$ cat src/rtl/sar_search_ctrl_pkg.sv
// Shared definitions for the successive-approximation search controller.
package sar_search_ctrl_pkg;

  // Default operand width; a search takes at most this many TEST cycles.
  localparam int SAR_WIDTH_DEF = 4;

  typedef enum logic {
    IDLE = 1'b0,
    TEST = 1'b1
  } sar_state_t;

endpackage

$ cat src/rtl/sar_search_ctrl.sv
// Successive-approximation search controller: drives a trial operand into a
// magnitude comparator and resolves the unknown operand MSB-first.
module sar_search_ctrl
  import sar_search_ctrl_pkg::*;
#(
  parameter int WIDTH = SAR_WIDTH_DEF
) (
  input  logic             clk,
  input  logic             rst_n,
  input  logic             start,
  input  logic             a_gt_b,
  input  logic             a_lt_b,
  input  logic             a_eq_b,
  output logic [WIDTH-1:0] trial,
  output logic             busy,
  output logic             done,
  output logic [WIDTH-1:0] result,
  output logic             error
);

  // Index needs at least one bit even for a degenerate 1-bit search.
  localparam int IW = (WIDTH > 1) ? $clog2(WIDTH) : 1;
  localparam logic [IW-1:0] IDX_MSB = IW'(WIDTH - 1);

  sar_state_t       state;
  logic [IW-1:0]    idx;
  logic [WIDTH-1:0] decided;   // trial with the current bit resolved
  logic [WIDTH-1:0] next_trial; // decided plus the next lower bit set
  logic             flags_ok;
  logic             eq_only;
  logic             lt_only;

  // Classify the comparator response; anything not one-hot is treated as gt.
  always_comb begin
    flags_ok   = ({a_gt_b, a_lt_b, a_eq_b} == 3'b100) ||
                 ({a_gt_b, a_lt_b, a_eq_b} == 3'b010) ||
                 ({a_gt_b, a_lt_b, a_eq_b} == 3'b001);
    eq_only    = flags_ok && a_eq_b;
    lt_only    = flags_ok && a_lt_b;
    decided    = trial;
    if (lt_only) decided[idx] = 1'b0;
    next_trial = decided;
    if (idx != '0) next_trial[idx - 1'b1] = 1'b1;
  end

  // Search FSM with registered trial, index, result and status outputs.
  always_ff @(posedge clk) begin
    if (!rst_n) begin
      state  <= IDLE;
      trial  <= '0;
      busy   <= 1'b0;
      done   <= 1'b0;
      result <= '0;
      error  <= 1'b0;
      idx    <= IDX_MSB;
    end else begin
      done <= 1'b0;
      case (state)
        IDLE: begin
          if (start) begin
            trial <= {1'b1, {(WIDTH-1){1'b0}}};
            idx   <= IDX_MSB;
            error <= 1'b0;
            busy  <= 1'b1;
            state <= TEST;
          end
        end
        TEST: begin
          if (!flags_ok) error <= 1'b1;
          if (eq_only) begin
            // Exact hit: stop early with the current trial.
            result <= trial;
            done   <= 1'b1;
            trial  <= '0;
            busy   <= 1'b0;
            idx    <= IDX_MSB;
            state  <= IDLE;
          end else if (idx == '0) begin
            result <= decided;
            done   <= 1'b1;
            trial  <= '0;
            busy   <= 1'b0;
            idx    <= IDX_MSB;
            state  <= IDLE;
          end else begin
            trial <= next_trial;
            idx   <= idx - 1'b1;
          end
        end
        default: state <= IDLE;
      endcase
    end
  end

endmodule

$ cat config.mk
export PLATFORM = sky130hd
export DESIGN_NAME = sar_search_ctrl
export DESIGN_NICKNAME = d
export VERILOG_FILES = /design/src/rtl/sar_search_ctrl_pkg.sv /design/src/rtl/sar_search_ctrl.sv
export SDC_FILE = /design/constraint.sdc
export NUM_CORES = 1
export LEC_CHECK = 0
export BUFFER_PORTS_ARGS = -buffer_cell sky130_fd_sc_hd__buf_4
export CAP_MARGIN = 15
export CORE_MARGIN = 1.5
export CORE_UTILIZATION = 53
export CTS_CLUSTER_DIAMETER = 120
export DETAILED_ROUTE_END_ITERATION = 7
export PLACE_DENSITY = 0.88
export SLEW_MARGIN = 15
export SYNTH_ARGS = -nofsm -noshare
export SYNTH_HDL_FRONTEND = slang
export SYNTH_SLANG_ARGS = --single-unit
$ cat constraint.sdc
create_clock -name clk -period 3.9 [get_ports clk]
set_input_delay 0.195 -clock clk [delete_from_list [all_inputs] [get_ports clk]]
set_output_delay 0.195 -clock clk [all_outputs]
set_load 0.005 [all_outputs]
==> out/summary.txt <==
Worst Path Class, Setup = reg -> reg
Core Box Area = 1160 um^2
Fmax = 650 MHz
worst hold slack = 0.145 ns
pwr dens = 362 nW/um^2
status = finished clean
Routed Antenna Nets = 0
Synth Cell Area = 691 um^2
Sw Pwr = 0.0000838 W
max cap viols = 0
sequential share of power = 0.545
drt wl/cell = 14.2 um
gpl congestion = 0.854
RSZ-0062 raised after global routing = no
fraction of layout cells with a size suffix above 1 = 0.236
drt drc = 0
P_int = 0.000219 W
worst skew pair latency = 0.28 ns
Post-Syn Area per Cell = 9.59 um^2
Max IR drop VDD = 0.227 mV
Nets = 101
CP endpoint kind = register
Ports = 17
Gates resized, CTS repair = 0
DRT iter0 DRCs = 18
Root Buffer Master = clkbuf_4
first-pass GRT wire length = 2440 um
largest net degree at the start of global routing = 12
# diodes = 0
commonest non-fill, non-tap cell in the layout = buf_4
worst min path class = in -> reg
Seq/Total Area, Yosys = 0.406
Initial Utilization = 0.597
hold-fix buffers at CTS = 0
first drt pass iteration count = 4
most frequent cells in the layout = buf_4 (16), dfxtp_1 (14), inv_1 (7)
post-route setup TNS = 0 ns
placed cell count = 100
crit path launch type = register
synth warn = 0
Gate power share = 0.195
die area = 1530 um^2
vias per cell = 5.83
clk_skew = 0.00129 ns
post-synthesis instance total = 72
LEAKAGE = 0.367 nW
Tmin final = 1.54 ns
Relative slew margins = 0.770
crit path DAT = 1.70 ns
post-DP HPWL = 1150 um
slew of the pin with the lowest slew margin = 0.344 ns
H-tree depth = 1
All-Layer GR Usage = 0.243
clock tree sinks = 14
GRT overflow = 0
Fin. Hold Viols = 0
postcts setup bufs = 0
fillers = 87
floorplan row count = 12
Finished Layout Cells = 103
Chip Width = 39.1 um
initial antenna violation count = 0
Slew Limit Fails = 0
CTS tree = yes
synthesis-to-layout area growth = 21.0%
final setup violation count = 0
synth unique cells = 30
CTS clk-pin slew, worst paths = 0.07 ns
port buffer count = 16
vias post-DR = 600
Die Y = 39.1 um
#FFs+latches synth = 14
CTS Buf Count = 3
Detailed Route WL = 1460 um
maximum fanout along the worst path = 6
switching portion of total power = 0.277
Net Count, Synth = 82
Max clock buf depth = 2
vias in the first global route = 570
clock share of power = 0.261
Final period util = 0.394
CP required = 4.06 ns
## kinds of logic after synthesis
logic type | after synthesis | synth area share
compound gates | 22 | 0.243
xor+xnor | 1 | 0.0127
fa+ha+maj | 4 | 0.0725
buf+inv | 9 | 0.0598
flops | 14 | 0.406
simple gates | 22 | 0.207
## stage by stage
step           utilization  instance area, um^2  setup WS (ns)  power, W
6_report             0.723                  836           2.36  0.000303
5_1_grt              0.723                  836           2.27  0.000318
4_1_cts              0.723                  836           2.34  0.000304
3_5_place_dp         0.703                  813           2.36  0.000227
3_3_place_gp         0.703                  813           2.40  0.000223
2_1_floorplan            -                  691           2.50  0.000200
## path summary, 6_finish.rpt
kind | from | endpoint | slack (ns) | cells past startpoint
hold / removal | rst_n | idx[1] | 0.15 | 2
setup reg to reg | idx[1] | trial[3] | 2.36 | 4
hold reg to reg | busy | busy | 0.46 | 2
setup / recovery | idx[1] | trial[3] | 2.36 | 4
## synthesized netlist by cell type (all sizes together)
cell type	instances	area (um^2)
nand2b	2	12.5
o21ai	3	15.0
o221ai	1	8.76
o32ai	1	8.76
a22o	1	8.76
a32oi	1	8.76
a211oi	2	27.5
nand3	1	5.00
a21oi	6	30.0
buf	1	11.3
inv	7	26.3
a22oi	1	7.51
and4bb	1	12.5
dfxtp	14	280
xnor2	1	8.76
nand2	3	11.3
nor3	2	10.0
ha	4	50.1
a21o	1	7.51
nand4bb	1	11.3
nor2b	3	18.8
a32o	3	30.0
nor2	3	11.3
nand4	1	6.26
and3	2	12.5
or3b	1	8.76
clkbuf	1	3.75
o21a	2	15.0
or4bb	2	22.5
## layout make-up
cell class                      instances  area, um^2  share of cell area
Clock buffer                            3        22.5              0.0269
Inverter                                7        26.3              0.0314
Tap cell                               14        17.5              0.0210
Timing Repair Buffer                   16         120               0.144
Sequential cell                        14         280               0.335
Multi-Input combinational cell         49         369               0.442
## layer usage
| metal | vias up | track usage | routed length, um | share of wire |
|---|---|---|---|---|
| met5 | - | 0 | 0 | 0 |
| met4 | 0 | 0.0776 | 27 | 0.019 |
| met3 | 5 | 0.0925 | 86 | 0.059 |
| met2 | 22 | 0.438 | 753 | 0.52 |
| met1 | 276 | 0.255 | 592 | 0.41 |
| li1 | 297 | - | - | - |
## worst max-delay path: stages, from the launching register on
cell and delay, ns:
dfxtp_1 0.42, ha_1 0.22, or4bb_1 0.52, o21ai_0 0.18, a21oi_1 0.09
## power groups by stage
stage	Clock, W	Combinational (W)	Sequential [W]
after floorplan	0	0.0000355	0.000164
after global placement	0	0.0000559	0.000167
after detailed placement	0	0.0000585	0.000168
after CTS	0.0000799	0.0000590	0.000165
after global routing	0.0000858	0.0000654	0.000167
final	0.0000790	0.0000589	0.000165
## state kept, by name (all words and copies together) (netlist names)
register / cells
busy: 1
error: 1
idx: 2
done: 1
result: 4
trial: 4
state: 1
Note: power is estimated with default switching activity, not from simulation.
